<file path="src/rtl/axis_governor_pkt_if.sv">
// AXI-Stream bundle shared by the input, inject, output and log ports of the
// packet governor.
interface axis_governor_pkt_if #(
    parameter int DATA_WIDTH = 64,
    parameter int DEST_WIDTH = 16,
    parameter int ID_WIDTH   = 16
);
    logic [DATA_WIDTH-1:0]   TDATA;
    logic                    TVALID;
    logic                    TREADY;
    logic [DATA_WIDTH/8-1:0] TKEEP;
    logic [DEST_WIDTH-1:0]   TDEST;
    logic [ID_WIDTH-1:0]     TID;
    logic                    TLAST;

    modport master (
        output TDATA, TVALID, TKEEP, TDEST, TID, TLAST,
        input  TREADY
    );

    modport slave (
        input  TDATA, TVALID, TKEEP, TDEST, TID, TLAST,
        output TREADY
    );
endinterface

</file>
<file path="src/rtl/axis_governor_pkt.sv">
// Packet-aware AXI-Stream governor: forwards, drops or logs input packets and
// splices whole inject packets, with zero-latency paths and saturating stats.
//
// state | meaning
// ------+---------------------------------------------------------------
// IDLE  | between packets; source and mode chosen on the next first beat
// FWD   | input packet in flight, forwarded to out (and log if enabled)
// DRP   | input packet in flight, discarded (mirrored to log if enabled)
// INJ   | inject packet in flight, forwarded to out; input held off
module axis_governor_pkt #(
    parameter int DATA_WIDTH     = 64,
    parameter int DEST_WIDTH     = 16,
    parameter int ID_WIDTH       = 16,
    parameter int CNT_WIDTH      = 32,
    parameter bit BOUNDARY_ALIGN = 1'b1,
    parameter bit INJ_PRIORITY   = 1'b1
) (
    input  logic                 clk,
    input  logic                 rstn,
    axis_governor_pkt_if.slave   in_axis,
    axis_governor_pkt_if.slave   inj_axis,
    axis_governor_pkt_if.master  out_axis,
    axis_governor_pkt_if.master  log_axis,
    input  logic                 pause,
    input  logic                 drop,
    input  logic                 log_en,
    input  logic                 clr_cnt,
    output logic                 busy,
    output logic [CNT_WIDTH-1:0] cnt_drop_pkts,
    output logic [CNT_WIDTH-1:0] cnt_inj_pkts,
    output logic [CNT_WIDTH-1:0] cnt_log_beats
);

    typedef enum logic [1:0] {
        IDLE = 2'd0,
        FWD  = 2'd1,
        DRP  = 2'd2,
        INJ  = 2'd3
    } state_t;

    state_t state_q, state_d;

    logic out_done_q, log_done_q;
    logic drop_q, log_q;

    logic pending;
    logic sel_inj;
    logic mode_drop, mode_log;
    logic pause_blk;
    logic fwd, lg;
    logic src_valid, src_ready, src_last, src_hs;
    logic out_hs, log_hs;

    logic [DATA_WIDTH-1:0]   src_tdata;
    logic [DATA_WIDTH/8-1:0] src_tkeep;
    logic [DEST_WIDTH-1:0]   src_tdest;
    logic [ID_WIDTH-1:0]     src_tid;

    // ---------------- state register ----------------
    always_ff @(posedge clk or negedge rstn) begin
        if (!rstn) begin
            state_q <= IDLE;
        end else begin
            state_q <= state_d;
        end
    end

    // ---------------- next-state logic ----------------
    always_comb begin
        state_d = state_q;
        case (state_q)
            IDLE: begin
                if (src_hs && !src_last) begin
                    if (sel_inj)        state_d = INJ;
                    else if (mode_drop) state_d = DRP;
                    else                state_d = FWD;
                end
            end
            FWD, DRP: begin
                if (src_hs && src_last) state_d = IDLE;
                else if (!BOUNDARY_ALIGN) state_d = drop ? DRP : FWD;
            end
            INJ: begin
                if (src_hs && src_last) state_d = IDLE;
            end
            default: state_d = IDLE;
        endcase
    end

    // ---------------- output / datapath logic ----------------
    always_comb begin
        // A partially forked first beat (one branch already taken) pins the
        // input as source and reuses the mode latched on that cycle.
        pending   = (state_q == IDLE) && (out_done_q || log_done_q);
        sel_inj   = 1'b0;
        mode_drop = drop;
        mode_log  = log_en;
        pause_blk = pause;

        case (state_q)
            IDLE: begin
                if (pending) begin
                    mode_drop = drop_q;
                    mode_log  = log_q;
                    pause_blk = BOUNDARY_ALIGN ? 1'b0 : pause;
                end else begin
                    sel_inj = inj_axis.TVALID &&
                              (INJ_PRIORITY || !(in_axis.TVALID && !pause));
                end
            end
            FWD, DRP: begin
                if (BOUNDARY_ALIGN) begin
                    mode_drop = drop_q;
                    mode_log  = log_q;
                    pause_blk = 1'b0;
                end
            end
            INJ: begin
                sel_inj = 1'b1;
            end
            default: ;
        endcase

        fwd = sel_inj ? 1'b1 : !mode_drop;
        lg  = sel_inj ? 1'b0 : mode_log;

        src_valid = sel_inj ? inj_axis.TVALID : (in_axis.TVALID && !pause_blk);
        src_last  = sel_inj ? inj_axis.TLAST  : in_axis.TLAST;
        src_tdata = sel_inj ? inj_axis.TDATA  : in_axis.TDATA;
        src_tkeep = sel_inj ? inj_axis.TKEEP  : in_axis.TKEEP;
        src_tdest = sel_inj ? inj_axis.TDEST  : in_axis.TDEST;
        src_tid   = sel_inj ? inj_axis.TID    : in_axis.TID;

        src_ready = (!fwd || out_done_q || out_axis.TREADY) &&
                    (!lg  || log_done_q || log_axis.TREADY);

        out_axis.TVALID = rstn && src_valid && fwd && !out_done_q;
        log_axis.TVALID = rstn && src_valid && lg  && !log_done_q;
        in_axis.TREADY  = rstn && !sel_inj && !pause_blk && src_ready;
        inj_axis.TREADY = rstn && sel_inj && src_ready;

        out_axis.TDATA = src_tdata;
        out_axis.TKEEP = src_tkeep;
        out_axis.TDEST = src_tdest;
        out_axis.TID   = src_tid;
        out_axis.TLAST = src_last;
        log_axis.TDATA = src_tdata;
        log_axis.TKEEP = src_tkeep;
        log_axis.TDEST = src_tdest;
        log_axis.TID   = src_tid;
        log_axis.TLAST = src_last;

        src_hs = src_valid && src_ready;
        out_hs = out_axis.TVALID && out_axis.TREADY;
        log_hs = log_axis.TVALID && log_axis.TREADY;

        busy = (state_q != IDLE);
    end

    // ---------------- fork flags and mode latch ----------------
    always_ff @(posedge clk or negedge rstn) begin
        if (!rstn) begin
            out_done_q <= 1'b0;
            log_done_q <= 1'b0;
            drop_q     <= 1'b0;
            log_q      <= 1'b0;
        end else begin
            if (src_hs) begin
                out_done_q <= 1'b0;
                log_done_q <= 1'b0;
            end else begin
                if (out_hs) out_done_q <= 1'b1;
                if (log_hs) log_done_q <= 1'b1;
            end
            if ((state_q == IDLE) && !pending) begin
                drop_q <= drop;
                log_q  <= log_en;
            end
        end
    end

    // ---------------- statistics ----------------
    function automatic logic [CNT_WIDTH-1:0] sat_inc(input logic [CNT_WIDTH-1:0] cnt,
                                                     input logic inc);
        if (inc && (cnt != {CNT_WIDTH{1'b1}})) return cnt + CNT_WIDTH'(1);
        return cnt;
    endfunction

    always_ff @(posedge clk or negedge rstn) begin
        if (!rstn) begin
            cnt_drop_pkts <= '0;
            cnt_inj_pkts  <= '0;
            cnt_log_beats <= '0;
        end else if (clr_cnt) begin
            cnt_drop_pkts <= '0;
            cnt_inj_pkts  <= '0;
            cnt_log_beats <= '0;
        end else begin
            cnt_drop_pkts <= sat_inc(cnt_drop_pkts, src_hs && src_last && !sel_inj && mode_drop);
            cnt_inj_pkts  <= sat_inc(cnt_inj_pkts,  src_hs && src_last && sel_inj);
            cnt_log_beats <= sat_inc(cnt_log_beats, log_hs);
        end
    end

endmodule

</file>
<file path="src/flat_wrapper.sv">
// flat-port wrapper written by rule: the top's interface ports become plain ports
module axis_governor_pkt_flat 
#(
    parameter int DATA_WIDTH     = 64,
    parameter int DEST_WIDTH     = 16,
    parameter int ID_WIDTH       = 16,
    parameter int CNT_WIDTH      = 32,
    parameter bit BOUNDARY_ALIGN = 1'b1,
    parameter bit INJ_PRIORITY   = 1'b1
)
  (clk, rstn, pause, drop, log_en, clr_cnt, busy, cnt_drop_pkts, cnt_inj_pkts, cnt_log_beats, in_axis_TDATA, in_axis_TVALID, in_axis_TKEEP, in_axis_TDEST, in_axis_TID, in_axis_TLAST, in_axis_TREADY, inj_axis_TDATA, inj_axis_TVALID, inj_axis_TKEEP, inj_axis_TDEST, inj_axis_TID, inj_axis_TLAST, inj_axis_TREADY, out_axis_TDATA, out_axis_TVALID, out_axis_TKEEP, out_axis_TDEST, out_axis_TID, out_axis_TLAST, out_axis_TREADY, log_axis_TDATA, log_axis_TVALID, log_axis_TKEEP, log_axis_TDEST, log_axis_TID, log_axis_TLAST, log_axis_TREADY);
  axis_governor_pkt_if #(.DATA_WIDTH(DATA_WIDTH), .DEST_WIDTH(DEST_WIDTH), .ID_WIDTH(ID_WIDTH)) in_axis_i ();
  axis_governor_pkt_if #(.DATA_WIDTH(DATA_WIDTH), .DEST_WIDTH(DEST_WIDTH), .ID_WIDTH(ID_WIDTH)) inj_axis_i ();
  axis_governor_pkt_if #(.DATA_WIDTH(DATA_WIDTH), .DEST_WIDTH(DEST_WIDTH), .ID_WIDTH(ID_WIDTH)) out_axis_i ();
  axis_governor_pkt_if #(.DATA_WIDTH(DATA_WIDTH), .DEST_WIDTH(DEST_WIDTH), .ID_WIDTH(ID_WIDTH)) log_axis_i ();
  input  logic clk;
  input  logic rstn;
  input  logic pause;
  input  logic drop;
  input  logic log_en;
  input  logic clr_cnt;
  output logic busy;
  output logic [CNT_WIDTH-1:0] cnt_drop_pkts;
  output logic [CNT_WIDTH-1:0] cnt_inj_pkts;
  output logic [CNT_WIDTH-1:0] cnt_log_beats;
  input wire logic [$bits(in_axis_i.TDATA)-1:0] in_axis_TDATA;
  input wire logic [$bits(in_axis_i.TVALID)-1:0] in_axis_TVALID;
  input wire logic [$bits(in_axis_i.TKEEP)-1:0] in_axis_TKEEP;
  input wire logic [$bits(in_axis_i.TDEST)-1:0] in_axis_TDEST;
  input wire logic [$bits(in_axis_i.TID)-1:0] in_axis_TID;
  input wire logic [$bits(in_axis_i.TLAST)-1:0] in_axis_TLAST;
  output wire logic [$bits(in_axis_i.TREADY)-1:0] in_axis_TREADY;
  input wire logic [$bits(inj_axis_i.TDATA)-1:0] inj_axis_TDATA;
  input wire logic [$bits(inj_axis_i.TVALID)-1:0] inj_axis_TVALID;
  input wire logic [$bits(inj_axis_i.TKEEP)-1:0] inj_axis_TKEEP;
  input wire logic [$bits(inj_axis_i.TDEST)-1:0] inj_axis_TDEST;
  input wire logic [$bits(inj_axis_i.TID)-1:0] inj_axis_TID;
  input wire logic [$bits(inj_axis_i.TLAST)-1:0] inj_axis_TLAST;
  output wire logic [$bits(inj_axis_i.TREADY)-1:0] inj_axis_TREADY;
  output wire logic [$bits(out_axis_i.TDATA)-1:0] out_axis_TDATA;
  output wire logic [$bits(out_axis_i.TVALID)-1:0] out_axis_TVALID;
  output wire logic [$bits(out_axis_i.TKEEP)-1:0] out_axis_TKEEP;
  output wire logic [$bits(out_axis_i.TDEST)-1:0] out_axis_TDEST;
  output wire logic [$bits(out_axis_i.TID)-1:0] out_axis_TID;
  output wire logic [$bits(out_axis_i.TLAST)-1:0] out_axis_TLAST;
  input wire logic [$bits(out_axis_i.TREADY)-1:0] out_axis_TREADY;
  output wire logic [$bits(log_axis_i.TDATA)-1:0] log_axis_TDATA;
  output wire logic [$bits(log_axis_i.TVALID)-1:0] log_axis_TVALID;
  output wire logic [$bits(log_axis_i.TKEEP)-1:0] log_axis_TKEEP;
  output wire logic [$bits(log_axis_i.TDEST)-1:0] log_axis_TDEST;
  output wire logic [$bits(log_axis_i.TID)-1:0] log_axis_TID;
  output wire logic [$bits(log_axis_i.TLAST)-1:0] log_axis_TLAST;
  input wire logic [$bits(log_axis_i.TREADY)-1:0] log_axis_TREADY;
  assign in_axis_i.TDATA = in_axis_TDATA;
  assign in_axis_i.TVALID = in_axis_TVALID;
  assign in_axis_i.TKEEP = in_axis_TKEEP;
  assign in_axis_i.TDEST = in_axis_TDEST;
  assign in_axis_i.TID = in_axis_TID;
  assign in_axis_i.TLAST = in_axis_TLAST;
  assign in_axis_TREADY = in_axis_i.TREADY;
  assign inj_axis_i.TDATA = inj_axis_TDATA;
  assign inj_axis_i.TVALID = inj_axis_TVALID;
  assign inj_axis_i.TKEEP = inj_axis_TKEEP;
  assign inj_axis_i.TDEST = inj_axis_TDEST;
  assign inj_axis_i.TID = inj_axis_TID;
  assign inj_axis_i.TLAST = inj_axis_TLAST;
  assign inj_axis_TREADY = inj_axis_i.TREADY;
  assign out_axis_TDATA = out_axis_i.TDATA;
  assign out_axis_TVALID = out_axis_i.TVALID;
  assign out_axis_TKEEP = out_axis_i.TKEEP;
  assign out_axis_TDEST = out_axis_i.TDEST;
  assign out_axis_TID = out_axis_i.TID;
  assign out_axis_TLAST = out_axis_i.TLAST;
  assign out_axis_i.TREADY = out_axis_TREADY;
  assign log_axis_TDATA = log_axis_i.TDATA;
  assign log_axis_TVALID = log_axis_i.TVALID;
  assign log_axis_TKEEP = log_axis_i.TKEEP;
  assign log_axis_TDEST = log_axis_i.TDEST;
  assign log_axis_TID = log_axis_i.TID;
  assign log_axis_TLAST = log_axis_i.TLAST;
  assign log_axis_i.TREADY = log_axis_TREADY;
  axis_governor_pkt #(.DATA_WIDTH(DATA_WIDTH), .DEST_WIDTH(DEST_WIDTH), .ID_WIDTH(ID_WIDTH), .CNT_WIDTH(CNT_WIDTH), .BOUNDARY_ALIGN(BOUNDARY_ALIGN), .INJ_PRIORITY(INJ_PRIORITY)) u_core (.clk(clk), .rstn(rstn), .in_axis(in_axis_i), .inj_axis(inj_axis_i), .out_axis(out_axis_i), .log_axis(log_axis_i), .pause(pause), .drop(drop), .log_en(log_en), .clr_cnt(clr_cnt), .busy(busy), .cnt_drop_pkts(cnt_drop_pkts), .cnt_inj_pkts(cnt_inj_pkts), .cnt_log_beats(cnt_log_beats));
endmodule
</file>
<file path="config.mk">
export PLATFORM = sky130hd
export DESIGN_NAME = axis_governor_pkt_flat
export DESIGN_NICKNAME = d
export VERILOG_FILES = /design/src/rtl/axis_governor_pkt_if.sv /design/src/rtl/axis_governor_pkt.sv /design/src/flat_wrapper.sv
export SDC_FILE = /design/constraint.sdc
export NUM_CORES = 1
export LEC_CHECK = 0
export CELL_PAD_IN_SITES_DETAIL_PLACEMENT = 0
export CELL_PAD_IN_SITES_GLOBAL_PLACEMENT = 1
export CORE_AREA = 5 5 206 208
export CTS_CLUSTER_DIAMETER = 80
export DETAILED_ROUTE_END_ITERATION = 8
export DIE_AREA = 0 0 211 213
export GPL_TIMING_DRIVEN = 0
export PLACE_DENSITY = 0.65
export SYNTH_ARGS = -nofsm -noshare
export SYNTH_HDL_FRONTEND = slang
export SYNTH_SLANG_ARGS = --single-unit
</file>
<file path="constraint.sdc">
create_clock -name clk -period 9.1 [get_ports clk]
set_clock_uncertainty 0.2 [all_clocks]
set_input_delay 0.91 -clock clk [delete_from_list [all_inputs] [get_ports clk]]
set_output_delay 0.91 -clock clk [all_outputs]
set_load 0.02 [all_outputs]
</file>
==> reports/qor.yml <==
cts_resized: 0
crit_family: "buffers and inverters"
synth_top_cell_by_area: "dfrtp_1"
hold_path_class: "in2async"
stdcell_count: 1972
arrival_ns: 4.89
core.rowCount: 74
place_inst: 1955
hold_violations: 0
root_buffer: "clkbuf_16"
rsz0062_at_grt: "no"
critPathMaxStageDelay_ns: 0.62
io_pins: 531
start_kind: "input port"
clockBufferDepth: 2
yosysSeqAreaShare_pct: 32.0
dpl.hpwl_um: 40200
htreeDepth: 3
remaining_drc_errors: 0
peakVddDrop_uv: 150
cts_hold_buf: 0
syn_to_final_growth_pct: 79.3
netlist_instances: 893
cp_max_fo: 10
yosys_register_bits: 102
period_needed_ns: 6.00
die_area_mm2: 0.0449
wl_per_cell_um: 23.9
regArea_mm2: 0.00255
antenna_left: 0
setup_tns_ns: 0
p_leak_uw: 0.00542
cts_setup_buffers: 0
ys_warn_count: 0
syn_avg_cell_area_um2: 8.93
setup_violations: 0
synth_edf_count: 0
synth_nets: 1120
grt_pass1_vias: 8870
multiInputGateArea_mm2: 0.00442
track_usage_pct: 19.3
clkTransAtPathRegs_ns: 0.08
fin_util_pct: 35.4
drive_above_1_share_pct: 17.6
n_antenna_cell: 0
async_flop_share_pct: 100
antenna_found_initial: 4
syn_area_mm2: 0.00797
max_freq_mhz: 167
synth_most_common_cell: "mux2_2"
clock-sinks: 102
port_buffers: 529
fin_nets: 1662
numCtsBuffers: 9
criticalPathCategory: "in2out"
design_area_mm2: 0.0143
cp-end-kind: "primary output"
fp.coreArea_mm2: 0.0404
vias: 9076
tightestPinTransition_ns: 0.871
critPathBufInv: 6
detail_route.vias_per_cell: 4.60
worstPathRequired_ns: 7.99
grt_remaining_overflow: 0
drv_slew: 0
yosys.area.top_type_share_pct: 32.0
first_pass_iters: 6
die_x_um: 211
post-route-period-util_pct: 65.9
path_cells: "clkdlybuf4s50_1 -> nor4bb_2 -> o21ai_2 -> clkbuf_1 -> clkbuf_1 -> buf_1 -> mux2_2 -> buf_4 -> clkdlybuf4s50_1"
placed_area_mm2: 0.0140
relSlewSlack_pct: 41.4
power_density_mw_per_mm2: 215
synth_area_leaders: "dfrtp_1, mux2_2, buf_4"
die_h_um: 213
grt_pass1_wl_um: 63400
worst_hold_slack_ns: 0.205
synth.distinct_cells: 57
worstSkewPairLatency_ns: 0.36
grt_max_degree: 83
critPathSlowestCell: "clkbuf_1"
drt_iter0_drc: 505
cts_tree: "done"
status: "completed"
fill_cells: 4199
initial_core_util_pct: 19.7
synth_ff_type: "dfrtp_1"
drt-total-wl_um: 47100
maxCapViolCount: 0
synthTopCellsByCount: "mux2_2, buf_4, dfrtp_1"
place.gp.congestion: 0.953
-- cell type report --
| type | count | area share [%] |
|---|---|---|
| Buffer | 149 | 6.69 |
| Clock buffer | 10 | 1.67 |
| Clock inverter | 6 | 0.648 |
| Inverter | 12 | 0.315 |
| Multi-Input combinational cell | 630 | 30.9 |
| Sequential cell | 102 | 17.9 |
| Tap cell | 532 | 4.66 |
| Timing Repair Buffer | 531 | 37.3 |
-- worst register-to-register path: cells and delay by family, from the launching register on --
kind | cells | cell delay (ns)
buffers and inverters | 2 | 0.44
DFF | 1 | 0.42
muxes | 1 | 0.37
and+or+nand+nor | 3 | 1.31
AOI/OAI and AO/OA | 2 | 0.49
adders and majority gates | 1 | 0.32
-- layout by cell type, fill, tap and decap left out, types with 5 or more instances in the layout --
master,netlist,layout
inv_1,12,12
ha_1,7,7
nand2_1,49,49
nor3b_1,8,8
clkbuf_16,0,9
nand3_1,23,23
mux2_2,112,112
nor3_1,21,21
xor2_1,12,12
o21ai_0,46,46
xnor2_1,19,19
and4_1,12,12
nand4_1,46,46
and2_1,10,10
nor2b_1,13,13
o31ai_1,13,13
clkdlybuf4s50_1,0,528
and3_1,11,11
nor2_1,56,56
buf_1,7,7
a21oi_1,57,57
nor4_1,6,6
mux2i_1,5,5
or3_1,42,42
clkbuf_1,34,34
or4_1,17,17
buf_4,105,105
dfrtp_1,102,102
-- state kept, by name, indices dropped and copies added, names as in the netlist --
| signal | count |
|---|---|
| u_core.cnt_log_beats | 32 |
| u_core.log_done_q | 1 |
| u_core.drop_q | 1 |
| u_core.cnt_drop_pkts | 32 |
| u_core.state_q | 2 |
| u_core.out_done_q | 1 |
| u_core.cnt_inj_pkts | 32 |
| u_core.log_q | 1 |
-- routing by layer --
metal / part of all wire [%] / GRT usage (%) / vias up / routed length [um]
li1: - / - / 4248 / -
met3: 7.4 / 5.77 / 30 / 3460
met1: 44 / 26.0 / 4384 / 20600
met2: 47 / 31.2 / 406 / 22100
met5: 0.13 / 0 / - / 59
met4: 1.6 / 3.44 / 8 / 776
-- logic make-up after synthesis --
family	share of synthesized area [%]
DFF	32.0
buffers and inverters	12.6
adders and majority gates	1.10
xor gates and xnor gates	3.41
AOI/OAI and AO/OA	9.92
and+or+nand+nor	24.5
muxes	16.4
-- worst paths after layout --
path | slack (ns) | from | cells past startpoint | to
min | 0.21 | rstn | 1 | u_core.cnt_inj_pkts[3]
min reg2reg | 0.31 | u_core.drop_q | 1 | u_core.drop_q
min in group clk | 0.31 | u_core.drop_q | 1 | u_core.drop_q
max reg2reg | 5.45 | u_core.state_q[1] | 9 | u_core.cnt_drop_pkts[24]
max in group asynchronous | 7.76 | rstn | 2 | u_core.cnt_drop_pkts[8]
max | 3.10 | inj_axis_TVALID | 9 | out_axis_TDATA[61]
-- report_power, final --
part           leakage [uW]  internal (uW)  switching, uW
clock              0.000156            251            196
combinational       0.00385           1010           1130
sequential          0.00142            467           13.5
-- through the flow --
stage / power, uW / setup slack [ns]
global route: 3210 / 2.73
global placement: 2650 / 0.593
CTS: 3110 / 2.84
finish: 3070 / 3.10
floorplan: 1600 / 5.08
detailed placement: 2640 / 2.85
Power figures use the tool's default switching activity.
